$ cat config.mk
export PLATFORM = sky130hd
export DESIGN_NAME = id_ex_stage
export DESIGN_NICKNAME = d
export VERILOG_FILES = /design/src/rtl/pipe_pkg.sv /design/src/rtl/hazard_detect.sv /design/src/rtl/id_ex_stage.sv
export SDC_FILE = /design/constraint.sdc
export NUM_CORES = 1
export LEC_CHECK = 0
export CORE_MARGIN = 1
export CORE_UTILIZATION = 40
export CTS_CLUSTER_DIAMETER = 40
export DETAILED_ROUTE_END_ITERATION = 8
export PLACE_DENSITY = 0.87
export SLEW_MARGIN = 5
export SYNTH_ARGS = -nofsm -noshare
export SYNTH_HDL_FRONTEND = slang
export SYNTH_HIERARCHICAL = 1
export SYNTH_SLANG_ARGS = --single-unit
$ cat constraint.sdc
create_clock -name clk -period 2.2 [get_ports clk]
set_input_delay 0.33 -clock clk [delete_from_list [all_inputs] [get_ports clk]]
set_output_delay 0.33 -clock clk [all_outputs]
set_load 0.05 [all_outputs]
$ cat src/rtl/pipe_pkg.sv
// Shared pipeline types: widths, ALU opcodes, ID/EX state and control bundle.
package pipe_pkg;

    localparam int DATA_W   = 32;
    localparam int REG_AW   = 5;
    localparam int ALU_OP_W = 4;

    typedef enum logic [ALU_OP_W-1:0] {
        ALU_ADD  = 4'd0,
        ALU_SUB  = 4'd1,
        ALU_AND  = 4'd2,
        ALU_OR   = 4'd3,
        ALU_XOR  = 4'd4,
        ALU_SLL  = 4'd5,
        ALU_SRL  = 4'd6,
        ALU_SRA  = 4'd7,
        ALU_SLT  = 4'd8,
        ALU_SLTU = 4'd9
    } alu_op_e;

    typedef enum logic {
        RUN    = 1'b0,
        BUBBLE = 1'b1
    } state_e;

    typedef struct packed {
        logic                reg_write;
        logic                mem_read;
        logic                mem_write;
        logic [ALU_OP_W-1:0] alu_op;
    } id_ex_ctrl_t;

endpackage

$ cat src/rtl/hazard_detect.sv
// Load-use hazard, writeback bypass and held-operand snoop selects.
module hazard_detect #(
    parameter int REG_AW = pipe_pkg::REG_AW
) (
    input  logic              ex_valid,
    input  logic              ex_mem_read,
    input  logic [REG_AW-1:0] ex_rd,
    input  logic [REG_AW-1:0] ex_read1,
    input  logic [REG_AW-1:0] ex_read2,
    input  logic              id_valid,
    input  logic              id_use1,
    input  logic              id_use2,
    input  logic [REG_AW-1:0] id_read1,
    input  logic [REG_AW-1:0] id_read2,
    input  logic              wb_reg_write,
    input  logic [REG_AW-1:0] wb_write_reg,
    output logic              hz,
    output logic              byp1,
    output logic              byp2,
    output logic              snp1,
    output logic              snp2
);

    logic dep1;
    logic dep2;

    // r0 is an ordinary register here, so no index is excluded
    assign dep1 = id_use1 && (id_read1 == ex_rd);
    assign dep2 = id_use2 && (id_read2 == ex_rd);
    assign hz   = ex_valid && ex_mem_read && id_valid && (dep1 || dep2);

    assign byp1 = wb_reg_write && (wb_write_reg == id_read1);
    assign byp2 = wb_reg_write && (wb_write_reg == id_read2);
    assign snp1 = wb_reg_write && (wb_write_reg == ex_read1);
    assign snp2 = wb_reg_write && (wb_write_reg == ex_read2);

endmodule

$ cat src/rtl/id_ex_stage.sv
// ID/EX pipeline register with WB bypass, load-use bubble, flush and hold.
// HAZARD_STALL_CNT_EN adds a 32-bit count of inserted load-use bubbles.
module id_ex_stage #(
    parameter int DATA_W   = pipe_pkg::DATA_W,
    parameter int REG_AW   = pipe_pkg::REG_AW,
    parameter int ALU_OP_W = pipe_pkg::ALU_OP_W
) (
`ifdef HAZARD_STALL_CNT_EN
    output logic [31:0]         stall_cnt,
`endif
    input  logic                clk,
    input  logic                rst_n,
    input  logic                flush,
    input  logic                id_valid,
    output logic                id_ready,
    input  logic [REG_AW-1:0]   id_read1,
    input  logic [REG_AW-1:0]   id_read2,
    input  logic                id_use1,
    input  logic                id_use2,
    input  logic [DATA_W-1:0]   id_data1,
    input  logic [DATA_W-1:0]   id_data2,
    input  logic [DATA_W-1:0]   id_imm,
    input  logic [REG_AW-1:0]   id_rd,
    input  logic                id_reg_write,
    input  logic                id_mem_read,
    input  logic                id_mem_write,
    input  logic [ALU_OP_W-1:0] id_alu_op,
    input  logic                wb_reg_write,
    input  logic [REG_AW-1:0]   wb_write_reg,
    input  logic [DATA_W-1:0]   wb_write_data,
    input  logic                ex_ready,
    output logic                ex_valid,
    output logic [DATA_W-1:0]   ex_data1,
    output logic [DATA_W-1:0]   ex_data2,
    output logic [DATA_W-1:0]   ex_imm,
    output logic [REG_AW-1:0]   ex_read1,
    output logic [REG_AW-1:0]   ex_read2,
    output logic [REG_AW-1:0]   ex_rd,
    output logic                ex_reg_write,
    output logic                ex_mem_read,
    output logic                ex_mem_write,
    output logic [ALU_OP_W-1:0] ex_alu_op
);

    import pipe_pkg::*;

    state_e      state_q;
    state_e      state_d;
    id_ex_ctrl_t ctrl_q;
    id_ex_ctrl_t id_ctrl;

    logic hold;
    logic hz;
    logic byp1;
    logic byp2;
    logic snp1;
    logic snp2;

    assign hold = ex_valid && !ex_ready;

    hazard_detect #(
        .REG_AW(REG_AW)
    ) u_hazard_detect (
        .ex_valid    (ex_valid),
        .ex_mem_read (ctrl_q.mem_read),
        .ex_rd       (ex_rd),
        .ex_read1    (ex_read1),
        .ex_read2    (ex_read2),
        .id_valid    (id_valid),
        .id_use1     (id_use1),
        .id_use2     (id_use2),
        .id_read1    (id_read1),
        .id_read2    (id_read2),
        .wb_reg_write(wb_reg_write),
        .wb_write_reg(wb_write_reg),
        .hz          (hz),
        .byp1        (byp1),
        .byp2        (byp2),
        .snp1        (snp1),
        .snp2        (snp2)
    );

    assign id_ctrl.reg_write = id_reg_write;
    assign id_ctrl.mem_read  = id_mem_read;
    assign id_ctrl.mem_write = id_mem_write;
    assign id_ctrl.alu_op    = id_alu_op;

    assign ex_reg_write = ctrl_q.reg_write;
    assign ex_mem_read  = ctrl_q.mem_read;
    assign ex_mem_write = ctrl_q.mem_write;
    assign ex_alu_op    = ctrl_q.alu_op;

    always_comb begin
        state_d  = state_q;
        id_ready = rst_n && (flush || (!hold && !hz));
        unique case (state_q)
            RUN: begin
                if (!flush && !hold && hz) begin
                    state_d = BUBBLE;
                end
            end
            BUBBLE: state_d = RUN;
            default: state_d = RUN;
        endcase
    end

    always_ff @(posedge clk) begin
        if (!rst_n) begin
            state_q <= RUN;
        end else begin
            state_q <= state_d;
        end
    end

    always_ff @(posedge clk) begin
        if (!rst_n) begin
            ex_valid <= 1'b0;
            ex_data1 <= '0;
            ex_data2 <= '0;
            ex_imm   <= '0;
            ex_read1 <= '0;
            ex_read2 <= '0;
            ex_rd    <= '0;
            ctrl_q   <= '0;
        end else if (flush) begin
            ex_valid         <= 1'b0;
            ctrl_q.reg_write <= 1'b0;
            ctrl_q.mem_read  <= 1'b0;
            ctrl_q.mem_write <= 1'b0;
        end else if (hold) begin
            // WB lands while EX stalls: keep the held operands current
            if (snp1) ex_data1 <= wb_write_data;
            if (snp2) ex_data2 <= wb_write_data;
        end else if (hz) begin
            ex_valid         <= 1'b0;
            ctrl_q.reg_write <= 1'b0;
            ctrl_q.mem_read  <= 1'b0;
            ctrl_q.mem_write <= 1'b0;
        end else begin
            ex_valid <= id_valid;
            if (id_valid) begin
                ex_data1 <= byp1 ? wb_write_data : id_data1;
                ex_data2 <= byp2 ? wb_write_data : id_data2;
                ex_imm   <= id_imm;
                ex_read1 <= id_read1;
                ex_read2 <= id_read2;
                ex_rd    <= id_rd;
                ctrl_q   <= id_ctrl;
            end else begin
                ctrl_q.reg_write <= 1'b0;
                ctrl_q.mem_read  <= 1'b0;
                ctrl_q.mem_write <= 1'b0;
            end
        end
    end

`ifdef HAZARD_STALL_CNT_EN
    always_ff @(posedge clk) begin
        if (!rst_n) begin
            stall_cnt <= '0;
        end else if (!flush && !hold && hz) begin
            stall_cnt <= stall_cnt + 32'd1;
        end
    end
`endif

endmodule

==> flow_metrics.env <==
export IMPL_yosysWarnings=6
export IMPL_wl_met1_um=7380
export IMPL_crit_fanout=4
export IMPL_multi_input_area_mm2=0.00277
export IMPL_drt_first_pass_iters=5
export IMPL_rsz0062_at_grt="false"
export IMPL_drc_errors=0
export IMPL_place_hpwl_um=13100
export IMPL_ys_seq_area_share_pct=44.7
export IMPL_r2r_end="ex_imm[11]"
export IMPL_synthAdderAreaFrac_pct=0
export IMPL_ff2ff_setup_slack_ps=140
export IMPL_io_pins=283
export IMPL_whs_path_depth=3
export IMPL_crit_required_ps=1870
export IMPL_core_area_mm2=0.0128
export IMPL_drive_gt1_share_pct=8.91
export IMPL_drt_iter0_drc=357
export IMPL_max_slew_margin_pct=60.6
export IMPL_wire_per_inst_um=17.8
export IMPL_die_h_um=117
export IMPL_fin_nets=1037
export IMPL_reg2reg_depth=8
export IMPL_post_synth_cell_area_avg_um2=9.12
export IMPL_synth_top_cell_area_share_pct=44.7
export IMPL_synth_xor_area_share_pct=4.93
export IMPL_grt_usage_pct=27.1
export IMPL_synthTopCellsByArea="dfxtp_1 45%, mux2i_1 12%, o31ai_1 9.0%, nand2_1 7.3%, a21boi_1 7.0%"
export IMPL_worst_slack_ps=76.2
export IMPL_tritoncts="yes"
export IMPL_grt_pass1_vias=5536
export IMPL_crit_arrival_ps=1790
export IMPL_clock_path_buffers=2
export IMPL_port_buffers=282
export IMPL_grt_pass1_wl_um=29200
export IMPL_clock_skew_ps=9.34
export IMPL_antenna_cells=0
export IMPL_ir_drop_mv=0.535
export IMPL_synthCells=584
export IMPL_synth_top_family_by_area="compound AO/OA/AOI/OAI gates"
export IMPL_hold_violations=0
export IMPL_dieArea_mm2=0.0138
export IMPL_antenna_found_initial=0
export IMPL_ys_flop_type="dfxtp_1"
export IMPL_cp_startpoint="ex_rd[1]"
export IMPL_grt_overflow_total=0
export IMPL_clock_fmax_mhz=471
export IMPL_status="complete, no violations"
export IMPL_grt_max_degree=52
export IMPL_route_met2_wl_um=9440
export IMPL_seqCellArea_mm2=0.00238
export IMPL_synth_simple_area_share_pct=10.9
export IMPL_area_growth_syn_to_layout_pct=73.0
export IMPL_post_drt_via_cell_ratio=5.23
export IMPL_synthArstFlopShare_pct=0
export IMPL_synth_seq_cells=119
export IMPL_synth_compound_area_share_pct=23.2
export IMPL_pre_cts_ws_ps=-306
export IMPL_cts_inserted_buffers=17
export IMPL_path_class="flop to output pin"
export IMPL_die_x_um=117
export IMPL_route_vias_total=5535
export IMPL_cts_clk_slew_worst_paths_ps=50
export IMPL_wirelength_um=18800
export IMPL_synth_mux_area_share_pct=12.0
export IMPL_finalCritPeriodShare_pct=96.5
export IMPL_total_power_mw=6.51
export IMPL_end_kind="output pin"
export IMPL_finalSetupViolCount=0
export IMPL_syn_nets=747
export IMPL_place_gp_congestion=0.847
export IMPL_hp_class="primary input to flop"
export IMPL_top_layer_used="met4"
export IMPL_timing_rr_start="ex_rd[1]"
export IMPL_netlist_area_mm2=0.00533
export IMPL_htreeDepth=4
export IMPL_clock_latency_ps=410
export IMPL_leakage_nw=3.96
export IMPL_final_fill_count=949
export IMPL_initial_core_util_pct=41.6
export IMPL_route_antenna_remaining_nets=0
export IMPL_synth_edf_count=0
export IMPL_holdPathEnd="ex_data1[26]"
export IMPL_drv_cap=0
export IMPL_met3_length_um=1560
export IMPL_synth_cell_types=27
export IMPL_startpoint_type="flop"
export IMPL_powerDensity_mw_per_mm2=706
export IMPL_yosysTopAreaCell="dfxtp_1"
export IMPL_min_from="rst_n"
export IMPL_cts_sinks=119
export IMPL_clockRootBuffer="clkbuf_16"
export IMPL_period_needed_ps=2120
export IMPL_maxSlewViolCount=0
export IMPL_placementRows=41
export IMPL_tightestPinTransition_ps=588
==> report_power, final <==
group | switching [mW] | internal [mW]
clock | 0.958 | 1.63
combinational | 0.856 | 0.699
sequential | 0.0790 | 2.29
total | 1.89 | 4.62
==> cell type report <==
type	instances	share of cell area, %
Timing Repair Buffer	322	35.8
Clock inverter	8	0.787
Tap cell	172	2.34
Sequential cell	119	25.8
Clock buffer	24	5.23
Multi-Input combinational cell	414	30.0
==> critical path, stage by stage (launching register included) <==
cell and delay (ps):
dfxtp_1 440, xnor2_1 180, nand3_1 130, o22ai_2 220, nor2_1 70, o21a_1 170
buf_4 180
==> placed cells by master (no fill, tap or decap), types with 2 or more instances in the layout <==
master,Yosys,routed
a21boi_1,50,50
a21oi_1,67,65
a22oi_1,3,3
and3_1,5,5
buf_12,0,12
buf_4,1,28
clkbuf_1,28,4
clkbuf_16,0,18
clkbuf_8,0,3
clkdlybuf4s50_1,0,277
clkinv_2,0,4
clkinvlp_4,0,3
dfxtp_1,119,119
dlymetal6s2s_1,0,3
mux2i_1,64,64
nand2_1,104,104
nand2b_1,4,4
nand3_1,2,2
nand4_1,2,2
nor2_1,5,5
nor2_4,0,2
nor3b_4,0,2
nor4_1,4,3
o31ai_1,64,64
xnor2_1,14,14
xor2_1,16,16
==> sequential cells by signal (all words and copies together), names as in the netlist <==
register	count
ex_mem_read	1
ex_alu_op	4
ex_rd	5
ex_imm	32
ex_data1	32
ex_mem_write	1
ex_valid	1
ex_read1	5
ex_read2	5
ex_reg_write	1
ex_data2	32
==> timing repair <==
item	CTS	global route
setup buffers	0	1
resized for setup	0	6
setup endpoints to repair	0	39
hold buffers	0	0
==> how the worst max path moves through the flow <==
stage	endpoint	slack [ps]	cells after the start
floorplan	ex_rd[1]	5	9
global placement	ex_read2[1]	-210	9
detailed placement	ex_read1[1]	-310	9
CTS	ex_imm[11]	50	8
global route	id_ready	0.9	6
finish	id_ready	80	6
==> cells by family after synthesis <==
group                     count (synthesis)
AOI/OAI and AO/OA                       187
xor gates and xnor gates                 30
buffers and inverters                    51
DFF                                     119
muxes                                    64
and+or+nand+nor                         133
==> per-layer routing <==
metal / vias to the layer above / GRT usage (%)
met5: - / 0
met4: 0 / 9.98
met3: 36 / 10.1
met2: 253 / 47.4
met1: 2593 / 29.7
li1: 2653 / -
==> Yosys cell counts, types with 3 or more instances <==
library cell  number
dfxtp_1          119
nand2_1          104
a21oi_1           67
mux2i_1           64
o31ai_1           64
a21boi_1          50
clkbuf_1          28
buf_2             21
xor2_1            16
xnor2_1           14
and3_1             5
nor2_1             5
nand2b_1           4
nor4_1             4
a22oi_1            3
==> through the flow <==
stage / utilization, % / hold WS, ps / area [um^2] / TNS [ps] / cells
6_report: 71.9 / 361 / 9220 / 0 / 1059
5_1_grt: 71.9 / 359 / 9220 / 0 / 1059
4_1_cts: 71.4 / 345 / 9160 / 0 / 1057
3_5_place_dp: 67.1 / 445 / 8610 / -25980 / 1025
3_3_place_gp: 67.1 / 440 / 8610 / -20410 / 1025
2_1_floorplan: - / 465 / 5330 / 0 / 584
Note: power is estimated with default switching activity, not from simulation.
